**src/rtl/outer_seq.sv**
```systemverilog
// outer_seq: token sequencer for one terminal-input line.
// Drives finder/atoi/inner-interpreter/stack blocks and compiles into the dictionary.
module outer_seq #(
    parameter int MSZ = 8,
    parameter int DSZ = 32,
    parameter int ASZ = 17,
    parameter logic [ASZ-1:0] TIB = '0,
    parameter logic [MSZ-1:0] LIT_OP = 'h0c,
    parameter logic [ASZ-1:0] HERE_MAX = {ASZ{1'b1}}
) (
    input  logic           clk,
    input  logic           rst,
    input  logic           go,
    input  logic           compile,
    input  logic [ASZ-1:0] here0,
    output logic           find_go,
    input  logic           find_done,
    input  logic           find_hit,
    input  logic           find_imm,
    input  logic           find_eot,
    input  logic [MSZ-1:0] find_op,
    input  logic [ASZ-1:0] find_tib,
    output logic           a2i_go,
    input  logic           a2i_done,
    input  logic           a2i_ok,
    input  logic [DSZ-1:0] a2i_val,
    input  logic [ASZ-1:0] a2i_tib,
    output logic           exe_go,
    output logic [MSZ-1:0] exe_op,
    input  logic           exe_done,
    output logic           ss_push,
    output logic [DSZ-1:0] ss_val,
    input  logic           ss_full,
    output logic           mw_we,
    output logic [ASZ-1:0] mw_ai,
    output logic [MSZ-1:0] mw_vi,
    output logic [ASZ-1:0] tib,
    output logic [ASZ-1:0] here,
    output logic           bsy,
    output logic           done,
    output logic           err,
    output logic [1:0]     err_code
);

    localparam int NB = DSZ / MSZ;
    localparam int KW = (NB > 1) ? $clog2(NB) : 1;
    localparam logic [ASZ:0] NBW = (ASZ + 1)'(NB);
    localparam logic [KW-1:0] KLAST = KW'(NB - 1);

    typedef enum logic [3:0] {
        S_IDLE, S_FND, S_EXE, S_CMW, S_A2I,
        S_PSH, S_LIT, S_NUM, S_ERR
    } state_t;

    state_t r_state, r_prev, w_next;

    logic [ASZ-1:0] r_tib, r_here;
    logic [MSZ-1:0] r_op;
    logic [DSZ-1:0] r_num;
    logic [KW-1:0]  r_k;
    logic           r_bsy, r_err;
    logic [1:0]     r_code, r_pcode;

    logic w_first, w_room_bad, w_cmw_bad, w_last;

    // A *_go pulse belongs to the first cycle after entering its state.
    assign w_first    = (r_state != r_prev);
    // Literal occupies here..here+NB; checked one bit wider so it cannot wrap.
    assign w_room_bad = ({1'b0, r_here} + NBW) > {1'b0, HERE_MAX};
    assign w_cmw_bad  = r_here > HERE_MAX;
    assign w_last     = (r_k == KLAST);

    assign exe_op   = r_op;
    assign ss_val   = r_num;
    assign mw_ai    = r_here;
    assign tib      = r_tib;
    assign here     = r_here;
    assign bsy      = r_bsy;
    assign err      = r_err;
    assign err_code = r_code;

    // State register, plus previous state for entry detection.
    always_ff @(posedge clk) begin
        if (rst) begin
            r_state <= S_IDLE;
            r_prev  <= S_IDLE;
        end else begin
            r_state <= w_next;
            r_prev  <= r_state;
        end
    end

    // Next-state decode and per-state strobes.
    always_comb begin
        w_next  = r_state;
        find_go = 1'b0;
        a2i_go  = 1'b0;
        exe_go  = 1'b0;
        ss_push = 1'b0;
        mw_we   = 1'b0;
        mw_vi   = r_op;
        done    = 1'b0;
        unique case (r_state)
            S_IDLE: begin
                if (go) w_next = S_FND;
            end
            S_FND: begin
                find_go = w_first;
                if (find_done) begin
                    if (find_eot) begin
                        w_next = S_IDLE;
                        done   = 1'b1;
                    end else if (find_hit && compile && !find_imm) begin
                        w_next = S_CMW;
                    end else if (find_hit) begin
                        w_next = S_EXE;
                    end else begin
                        w_next = S_A2I;
                    end
                end
            end
            S_EXE: begin
                exe_go = w_first;
                if (exe_done) w_next = S_FND;
            end
            S_CMW: begin
                if (w_cmw_bad) begin
                    w_next = S_ERR;
                end else begin
                    mw_we  = 1'b1;
                    w_next = S_FND;
                end
            end
            S_A2I: begin
                a2i_go = w_first;
                if (a2i_done) begin
                    if (!a2i_ok)      w_next = S_ERR;
                    else if (compile) w_next = S_LIT;
                    else              w_next = S_PSH;
                end
            end
            S_PSH: begin
                if (ss_full) begin
                    w_next = S_ERR;
                end else begin
                    ss_push = 1'b1;
                    w_next  = S_FND;
                end
            end
            S_LIT: begin
                if (w_room_bad) begin
                    w_next = S_ERR;
                end else begin
                    mw_we  = 1'b1;
                    mw_vi  = LIT_OP;
                    w_next = S_NUM;
                end
            end
            S_NUM: begin
                mw_we = 1'b1;
                mw_vi = MSZ'(r_num >> (MSZ * r_k));
                if (w_last) w_next = S_FND;
            end
            S_ERR: begin
                done   = 1'b1;
                w_next = S_IDLE;
            end
            default: w_next = S_IDLE;
        endcase
    end

    // Datapath: parse pointer, dictionary top, latched op/number, error state.
    always_ff @(posedge clk) begin
        if (rst) begin
            r_tib   <= TIB;
            r_here  <= here0;
            r_op    <= '0;
            r_num   <= '0;
            r_k     <= '0;
            r_bsy   <= 1'b0;
            r_err   <= 1'b0;
            r_code  <= 2'd0;
            r_pcode <= 2'd0;
        end else begin
            case (r_state)
                S_IDLE: begin
                    if (go) begin
                        r_tib  <= TIB;
                        r_err  <= 1'b0;
                        r_code <= 2'd0;
                        r_bsy  <= 1'b1;
                    end
                end
                S_FND: begin
                    if (find_done) begin
                        r_tib <= find_tib;
                        r_op  <= find_op;
                        if (find_eot) r_bsy <= 1'b0;
                    end
                end
                S_CMW: begin
                    if (w_cmw_bad) r_pcode <= 2'd3;
                    else           r_here  <= r_here + 1'b1;
                end
                S_A2I: begin
                    if (a2i_done) begin
                        r_tib <= a2i_tib;
                        r_num <= a2i_val;
                        if (!a2i_ok) r_pcode <= 2'd1;
                    end
                end
                S_PSH: begin
                    if (ss_full) r_pcode <= 2'd2;
                end
                S_LIT: begin
                    r_k <= '0;
                    if (w_room_bad) r_pcode <= 2'd3;
                    else            r_here  <= r_here + 1'b1;
                end
                S_NUM: begin
                    r_here <= r_here + 1'b1;
                    r_k    <= r_k + 1'b1;
                end
                S_ERR: begin
                    r_err  <= 1'b1;
                    r_code <= r_pcode;
                    r_tib  <= TIB;
                    r_bsy  <= 1'b0;
                end
                default: ;
            endcase
        end
    end

endmodule
```
**config.mk**
```make
export PLATFORM = sky130hd
export DESIGN_NAME = outer_seq
export DESIGN_NICKNAME = d
export VERILOG_FILES = /design/src/rtl/outer_seq.sv
export SDC_FILE = /design/constraint.sdc
export NUM_CORES = 1
export LEC_CHECK = 0
export ABC_CLOCK_PERIOD_IN_PS = 5400
export CAP_MARGIN = 20
export CORE_UTILIZATION = 45
export DETAILED_ROUTE_END_ITERATION = 7
export MAX_ROUTING_LAYER = met4
export PLACE_DENSITY = 0.87
export SLEW_MARGIN = 20
export SYNTH_ARGS = -nofsm -noshare
export SYNTH_HDL_FRONTEND = slang
export SYNTH_SLANG_ARGS = --single-unit
export TNS_END_PERCENT = 10
```
**constraint.sdc**
```tcl
create_clock -name clk -period 5.4 [get_ports clk]
set_input_delay 1.08 -clock clk [delete_from_list [all_inputs] [get_ports clk]]
set_output_delay 1.08 -clock clk [all_outputs]
set_load 0.01 [all_outputs]
```
Word-level counts from Yosys, hierarchy flattened:

Index checks and enable logic that the tools add are counted.

* bits in registers: 90
* latch bits: 0
* logic and storage cells: 107
* memory bits (writable): 0
* output and inout port bits: 109
* memory bits (read-only): 0
* input bits: 103
* memories kept: 0

* shift operators: 1
* muxes and demuxes: 50
* equality and inequality tests: 22
* add/sub/neg operators: 3
* reduce and logical (&&, ||, !) cells: 18
* order comparisons: 2
* div/mod/pow operators: 0
* multipliers: 0
* bitwise gates (word level): 0

Operators by type and width (number)
* $mux W17: 6
* $pmux W17 S4: 1
* $pmux W17 S3: 1
* $mux W4: 9
* $pmux W4 S8: 1
* $shr A32 B5 Y8: 1
* $ne A2 B2 Y1 const B: 10
* $add A17 B3 Y18 const B: 1
* $gt A18 B17 Y1 const B: 1
* $add A17 B1 Y17 const B: 1
* $gt A17 B17 Y1 const B: 1
* $eq A4 B3 Y1 const B: 4
* $pmux W8 S2: 1
* $mux W2: 7
* $mux W1: 13
* $reduce_bool A4 Y1: 3
* $mux W3: 3
* $eq A4 B2 Y1 const B: 2
* $mux W8: 1
* $pmux W2 S2: 2
* $pmux W2 S4: 1
* $reduce_and A4 Y1: 2
* $ne A3 B3 Y1 const B: 2
* $pmux W1 S3: 2
* other kinds (15): 20

Logic depth before layout (Yosys ltp):

Gate-level depths: netlist (run 1).

* word-level depth: 6
* mapped depth: 9
* gate-level depth less buffers: 8

Worst setup path after synthesis (run 1):

No wires, ideal clock.

* path kind: register to output
* start point: register r_here[3] (netlist: here[3])
* end point: output port mw_vi[0]
* cell stages (with the launch flop): 6
* arrival time: 1784 ps
* data required time: 4320 ps
* path buffers: 1
* path slack: 2536 ps
* path through: edfxtp_1 nand4_2 or2_1 buf_6 o41ai_4 a22o_2

* longest elaborated chain between the ends: 4

RTL lines
* start, declared: RTL line 57 `logic [ASZ-1:0] r_tib, r_here;`
* start signal, assigned: RTL line 176 `r_here <= here0;`
* start signal, assigned: RTL line 203 `else r_here <= r_here + 1'b1;`
* start signal, assigned: RTL line 218 `else r_here <= r_here + 1'b1;`
* $add A17 B3 Y18: RTL line 69 `assign w_room_bad = ({1'b0, r_here} + NBW) > {1'b0, HERE_MAX};`
* $gt A18 B17 Y1: RTL line 69
* $mux W8: RTL line 151 `if (w_room_bad) begin`
* $pmux W8 S2: RTL line 103 `unique case (r_state)`
* end, declared: RTL line 36 `output logic [MSZ-1:0] mw_vi,`

Every way passes these cells.

Worst setup path after layout (run 1):

* start point: register r_here[3] (netlist: here[3])
* end point: output port mw_vi[7]

Same word-level chain as after synthesis.

==> results of run 1 <==
## logic make-up after synthesis
| logic type | share of synthesized area, % |
|---|---|
| AOI/OAI and AO/OA | 18.7 |
| and+or+nand+nor | 21.1 |
| DFF | 43.9 |
| adders and majority gates | 0.837 |
| buffers and inverters | 6.66 |
| muxes | 5.21 |
| xor gates and xnor gates | 3.51 |
## worst paths after layout
check | slack, ps | start | cells past startpoint | to
worst max-delay path | 1320 | here[3] | 5 | mw_vi[7]
worst min-delay path | 470 | bsy | 2 | bsy
worst max register to register | 2580 | here[3] | 8 | here[10]
worst min register to register | 470 | bsy | 2 | bsy
## critical path: cells and delay by family, from the launching register on
family	cells	cell delay, ps
AO/OA/AOI/OAI	2	1030
AND/OR/NAND/NOR	2	580
buffers and inverters	1	540
flip-flops	1	490
## sequential cells by signal, indices dropped and copies added (netlist names)
register / count
bsy: 1
err: 1
err_code: 2
exe_op: 8
here: 17
r_k: 2
r_pcode: 2
r_prev: 4
r_state: 4
ss_val: 32
tib: 17
## layout make-up
| type | count | area (um2) |
|---|---|---|
| clock buffers | 11 | 163 |
| flip-flops and latches | 90 | 1970 |
| well taps | 133 | 166 |
| clock inverters | 4 | 48.8 |
| repair buffers | 214 | 2140 |
| inverters | 4 | 15.0 |
| multi-input cells | 370 | 2240 |
| fillers | 759 | 2990 |
## stage by stage
stage	area, um2	setup WS [ps]	util, %	hold slack [ps]
floorplan	4490	2540	-	432
global placement	6510	1730	66.9	450
detailed placement	6510	1670	66.9	454
CTS	6720	1280	69.1	467
global route	6740	1180	69.2	500
finish	6740	1320	69.2	465
## cells in the final DEF (no fill, tap or decap), drive strengths merged, types with 3 or more instances in the layout
| cell type | synthesis | final |
|---|---|---|
| clkinv | 0 | 3 |
| nand3 | 23 | 23 |
| a22o | 10 | 10 |
| inv | 4 | 4 |
| nor3 | 11 | 11 |
| mux4 | 8 | 8 |
| buf | 24 | 4 |
| nor4 | 3 | 3 |
| clkbuf | 31 | 11 |
| clkdlybuf4s50 | 0 | 210 |
| ha | 3 | 3 |
| xnor2 | 11 | 11 |
| nand2b | 3 | 3 |
| xor2 | 7 | 7 |
| nor2 | 35 | 35 |
| or2 | 4 | 4 |
| mux2 | 3 | 3 |
| a21oi | 50 | 50 |
| a22oi | 17 | 17 |
| nand2 | 107 | 107 |
| dfxtp | 73 | 73 |
| edfxtp | 17 | 17 |
| nor2b | 6 | 6 |
| a211oi | 17 | 17 |
| o21ai | 17 | 17 |
## per-layer routing
| layer | GRT usage (%) | wire length, um | vias up |
|---|---|---|---|
| li1 | - | - | 2156 |
| met1 | 30.3 | 5420 | 2119 |
| met2 | 46.3 | 6960 | 226 |
| met3 | 7.18 | 1290 | 23 |
| met4 | 11.3 | 253 | 0 |
| met5 | - | 0 | - |
## power by group through the flow
stage / clock network (mW) / registers, mW / logic, mW
global placement: 0 / 0.799 / 0.433
detailed placement: 0 / 0.804 / 0.442
CTS: 0.497 / 0.789 / 0.444
global route: 0.525 / 0.797 / 0.482
finish: 0.492 / 0.789 / 0.446
floorplan: 0 / 0.803 / 0.212
==> results.tsv, run 1 <==
metric	value	unit
status	completed	
finalClockSkew	9.75	ps
tightest_slew	1050	ps
cts.sinks	90	
dr.pass1.iters	7	
antenna_found_initial	0	
rows	36	
cts_tree	yes	
coreArea	0.00973	mm2
p_leak	2.29	nW
fp.dieW	102	um
power_frac_clock	28.5	%
die-area	0.0104	mm2
min-delay-path-class	register to register	
worstSetupEndpointType	output pin	
critPathMaxStageDelay	750	ps
via_per_inst	5.48	
ioPinCount	212	
fmax	0.245	GHz
synth_top_area_share	32.6	%
num-nets-final	795	
dieHeight	102	um
synth_area_leaders	dfxtp_1 33%, edfxtp_1 11%, nand2_1 8.9%	
cts_max_path_buffers	2	
yosys.area.top_type	dfxtp_1	
power.total	1.73	mW
startpoint_type	register	
ctsHoldBuffers	0	
cts-htree-levels	3	
dp_hpwl	10200	um
diodes	0	
synth_cells	519	
place_inst	810	
slew_violations	0	
cts_buffers	9	
vdd_drop_max	174	uV
place_congestion	0.873	
syn_area_per_cell	8.65	um2
required	4320	ps
synth_common_cells	106 x nand2_1, 73 x dfxtp_1, 50 x a21oi_1, 35 x nor2_1, 31 x clkbuf_1	
wire_per_inst	16.8	um
grt_max_degree	105	
p_sw_share	28.4	%
ys_seq_area_share	43.9	%
critPathKind	register to output pin	
antenna_left	0	
fin_crit_sh	75.6	%
vias	4524	
wl	13900	um
cp_slowest_cell	o41ai_4	
cap_viol_max_count	0	
hold_violations	0	
combPwrFrac	25.8	%
async_flop_share	0	%
setup_viol	0	
area_growth	50.1	%
synth_nets	625	
ys_seq_elements	90	
drive_gt1_share	6.64	%
grt_use_total	27.2	%
clkTransAtPathRegs	90	ps
critPathMaxFanout	8	
drc	0	
path_cells	nand4_2, or2_1, o41ai_4, a22o_2, clkdlybuf4s50_1	
grt_setup_unrepaired	no	
seq_power_share	45.7	%
synth_edf_count	17	
period_needed	4080	ps
grt_pass1_wl	21000	um
insertion_delay	360	ps
portBuffers	211	
start_util	46.1	%
post-synth-top-count-cell	nand2_1	
worstPathArrival	3000	ps
clockRootBuffer	clkbuf_8	
yosysWarnings	0	
tns	0	ps
intPower	1.24	mW
synth_cell_types	57	
gr-total-overflow	0	
first_global_vias	4289	
stdcell_count	826	
ctsResizeCount	0	
syn_area	0.00449	mm2
p_sw	0.491	mW
relSlewSlack	30.1	%
cts_setup_buffers	0	
synth_ff_type	dfxtp_1	
power_density	256	mW/mm2
drtIter0Drc	152	
(Power assumes the default switching activity.)
==> run 2, diff against run 1 <==
--- a/config.mk
+++ b/config.mk
@@ -5,12 +5,12 @@
 export SDC_FILE = /design/constraint.sdc
 export NUM_CORES = 1
 export LEC_CHECK = 0
-export ABC_CLOCK_PERIOD_IN_PS = 5400
+export ABC_CLOCK_PERIOD_IN_PS = 3900
 export CAP_MARGIN = 20
-export CORE_UTILIZATION = 45
+export CORE_UTILIZATION = 41
 export DETAILED_ROUTE_END_ITERATION = 7
 export MAX_ROUTING_LAYER = met4
-export PLACE_DENSITY = 0.87
+export PLACE_DENSITY = 0.8
 export SLEW_MARGIN = 20
 export SYNTH_ARGS = -nofsm -noshare
 export SYNTH_HDL_FRONTEND = slang
==> constraint.sdc (replaced) <==
create_clock -name clk -period 3.9 [get_ports clk]
set_input_delay 0.78 -clock clk [delete_from_list [all_inputs] [get_ports clk]]
set_output_delay 0.78 -clock clk [all_outputs]
set_load 0.01 [all_outputs]
==> results.tsv, run 2 (synthesis gave the netlist of run 1 again) <==
metric	value	unit
status	completed	
startpoint_type	register	
vias	4588	
wire_per_inst	16.9	um
ioPinCount	212	
p_sw_share	28.5	%
dpl_cell_area	0.00656	mm2
period_needed	3690	ps
clkTransAtPathRegs	90	ps
clockRootBuffer	clkbuf_8	
drive_gt1_share	6.72	%
fillCellCount	869	
place_congestion	0.948	
cts.sinks	90	
cts_tree	yes	
intPower	1.67	mW
slew_violations	0	
drtIter0Drc	177	
tns	0	ps
via_per_inst	5.49	
cts_setup_buffers	0	
antenna_found_initial	0	
dp_hpwl	10500	um
rows	37	
grt_use_total	25.9	%
critPathKind	register to output pin	
grt_setup_unrepaired	no	
critPathMaxFanout	7	
power.total	2.34	mW
dr.pass1.iters	5	
first_global_vias	4704	
cts_max_path_buffers	2	
gr-total-overflow	0	
grt_max_degree	72	
required	3120	ps
cap_viol_max_count	0	
worstSetupEndpointType	output pin	
dieHeight	107	um
path_cells	nand4_2, or2_1, o41ai_4, buf_4, a22o_2, clkdlybuf4s50_1	
layout_common_cells	210 x clkdlybuf4s50_1, 106 x nand2_1, 73 x dfxtp_1	
coreArea	0.0105	mm2
seq_power_share	46.6	%
drc	0	
start_util	42.9	%
ctsResizeCount	0	
setup_viol	0	
portBuffers	211	
p_sw	0.666	mW
fin_ws	208	ps
finalClockSkew	7.08	ps
fin_crit_sh	94.7	%
grt_pass1_wl	22600	um
p_leak	2.30	nW
critPathMaxStageDelay	580	ps
final_common_cell	clkdlybuf4s50_1	
pre_cts_ws	576	ps
die-area	0.0114	mm2
power_density	347	mW/mm2
fp.dieW	107	um
combPwrFrac	26.5	%
cp_slowest_cell	o41ai_4	
hold_violations	0	
diodes	0	
cts-htree-levels	3	
tightest_slew	1070	ps
ctsHoldBuffers	0	
worstPathArrival	2910	ps
insertion_delay	350	ps
finalInstanceArea	0.00675	mm2
fmax	0.271	GHz
fin_util	64.5	%
largest_reg_flops	32	
min-delay-path-class	register to register	
antenna_left	0	
wl	14100	um
area_growth	50.4	%
vdd_drop_max	219	uV
power_frac_clock	26.8	%
relSlewSlack	28.4	%
num-nets-final	800	
cts_buffers	9	
==> run 2: cell types whose count changed in the layout (fill, tap and decap cells not counted) <==
cell	before	now
buf_4	3	9
clkbuf_1	0	3
and2_1	1	2
and2_2	1	0
buf_6	1	0
clkbuf_16	1	0
clkinv_1	0	1
clkinv_2	2	1
clkinv_4	1	0
==> run 2: per-layer routing <==
layer / part of all wire (%) / global-route usage, % / up-vias
met2: 50 / 44.0 / 208
li1: - / - / 2178
met5: 0 / - / -
met4: 2.0 / 9.49 / 0
met3: 7.8 / 5.90 / 25
met1: 40 / 30.0 / 2177
==> run 2: layout make-up <==
| class | count | area, um2 | share of cell area (%) |
|---|---|---|---|
| inverter | 4 | 15.0 | 0.222 |
| sequential | 90 | 1970 | 29.2 |
| clock inverter | 3 | 38.8 | 0.575 |
| tap | 136 | 170 | 2.52 |
| multi-input combinational | 370 | 2230 | 33.1 |
| clock buffer | 13 | 149 | 2.21 |
| timing repair buffer | 219 | 2170 | 32.1 |
==> run 2: metrics by stage <==
step,cells,hold WS [ps]
floorplan,519,432
finish,835,464
global route,835,498
CTS,835,464
detailed placement,819,451
global placement,819,448
==> run 2: power by group through the flow <==
| stage | clock network, mW | logic [mW] | registers (mW) |
|---|---|---|---|
| 6_report | 0.628 | 0.620 | 1.09 |
| 5_1_grt | 0.677 | 0.669 | 1.10 |
| 2_1_floorplan | 0 | 0.293 | 1.11 |
| 3_3_place_gp | 0 | 0.608 | 1.11 |
| 3_5_place_dp | 0 | 0.619 | 1.11 |
| 4_1_cts | 0.642 | 0.623 | 1.09 |
==> run 2: final timing paths <==
| kind | to | cells after the start | slack (ps) | from |
|---|---|---|---|---|
| worst max-delay path | mw_vi[5] | 6 | 210 | here[3] |
| worst max register to register | here[12] | 6 | 1150 | here[3] |
| worst min register to register | err_code[1] | 2 | 460 | r_pcode[1] |
| worst min-delay path | err_code[1] | 2 | 460 | r_pcode[1] |
==> run 2: worst max-delay path, delay by kind of cell (launching register included) <==
| family | cells | cell delay (ps) |
|---|---|---|
| buffers and inverters | 2 | 780 |
| and+or+nand+nor | 2 | 560 |
| DFF | 1 | 500 |
| AOI/OAI and AO/OA | 2 | 720 |
==> run 3, diff against run 2 <==
--- a/config.mk
+++ b/config.mk
@@ -7,6 +7,7 @@
 export LEC_CHECK = 0
 export ABC_CLOCK_PERIOD_IN_PS = 3900
 export CAP_MARGIN = 20
+export CORE_ASPECT_RATIO = 1.4
 export CORE_UTILIZATION = 41
 export DETAILED_ROUTE_END_ITERATION = 7
 export MAX_ROUTING_LAYER = met4
==> results.tsv, run 3 (synthesis gave the netlist of run 1 again) <==
metric	value	unit
tightest_slew	1090	ps
portBuffers	211	
cts_buffers	9	
worstPathArrival	2860	ps
cap_viol_max_count	0	
drive_gt1_share	7.28	%
insertion_delay	340	ps
critPathMaxStageDelay	530	ps
fin_crit_sh	93.4	%
setup_viol	0	
antenna_left	0	
drtIter0Drc	298	
grt_use_total	26.7	%
num-nets-final	802	
diodes	0	
final_common_cell	clkdlybuf4s50_1	
grt_pass1_wl	23300	um
start_util	42.7	%
place_congestion	0.934	
dp_hpwl	10700	um
ctsHoldBuffers	0	
cts.sinks	90	
cts-htree-levels	3	
vias	4573	
gr-total-overflow	0	
path_cells	nand4_2, or2_1, o41ai_4, buf_4, a22o_2, clkdlybuf4s50_1	
die-area	0.0114	mm2
vdd_drop_max	244	uV
layout_common_cells	210 x clkdlybuf4s50_1, 106 x nand2_1, 73 x dfxtp_1	
relSlewSlack	27.1	%
antenna_found_initial	0	
fillCellCount	848	
grt_max_degree	43	
cts_max_path_buffers	2	
startpoint_type	register	
critPathKind	register to output pin	
required	3120	ps
wire_per_inst	17.2	um
grt_setup_unrepaired	no	
dr.pass1.iters	5	
cts_tree	yes	
hold_violations	0	
fmax	0.274	GHz
status	completed	
min-delay-path-class	register to register	
whs	466	ps
rows	44	
first_global_vias	4665	
coreArea	0.0105	mm2
clockRootBuffer	clkbuf_16	
wl	14400	um
fin_util	65.2	%
multiInputGateArea	0.00223	mm2
power_density	371	mW/mm2
slew_violations	0	
drc	0	
r2r_slack	1090	ps
cts_setup_buffers	0	
worstSetupEndpointType	output pin	
period_needed	3640	ps
finalClockSkew	3.62	ps
area_growth	52.9	%
tns	0	ps
fp.dieW	90.4	um
via_per_inst	5.45	
clkTransAtPathRegs	60	ps
p_leak	2.36	nW
power.total	2.54	mW
ff_latch_area	0.00197	mm2
ioPinCount	212	
ctsResizeCount	0	
dieHeight	126	um
cp_slowest_cell	clkdlybuf4s50_1	
critPathMaxFanout	7	
largest_reg_flops	32	
## run 3: path summary, 6_finish.rpt
check | startpoint | endpoint | cells past startpoint
setup / recovery | here[3] | mw_vi[6] | 6
hold / removal | r_pcode[1] | err_code[1] | 2
setup reg to reg | here[3] | here[1] | 8
hold reg to reg | r_pcode[1] | err_code[1] | 2
## run 3: layer usage
metal,up-vias,GRT usage (%),share of wire (%)
met5,-,-,0
met4,0,11.9,2.8
met3,31,7.13,7.5
met2,221,46.4,51
met1,2134,28.4,39
li1,2187,-,-
## run 3: cell type report
type	instances	share of cell area, %
Inverter	4	0.219
Clock inverter	2	0.146
Clock buffer	14	3.99
Timing Repair Buffer	221	31.8
Multi-Input combinational cell	370	32.6
Sequential cell	90	28.7
Tap cell	138	2.52
## run 3: worst max-delay path: cells and delay by family (launching register included)
kind            cells  cell delay, ps
buf+inv             2             760
compound gates      2             670
simple gates        2             600
flops               1             490
## run 3: stage by stage
stage                     cell area, um2  cells  setup WS [ps]
after global routing                6860    839            150
after detailed placement            6580    823            616
after global placement              6580    823            701
final                               6860    839            256
after CTS                           6860    839            241
after floorplan                     4490    519           1340
## run 3: power breakdown
part | switching, mW | total, mW | internal (mW)
combinational | 0.279 | 0.624 | 0.345
sequential | 0.0727 | 1.09 | 1.02
clock | 0.343 | 0.826 | 0.482
total | 0.695 | 2.54 | 1.85
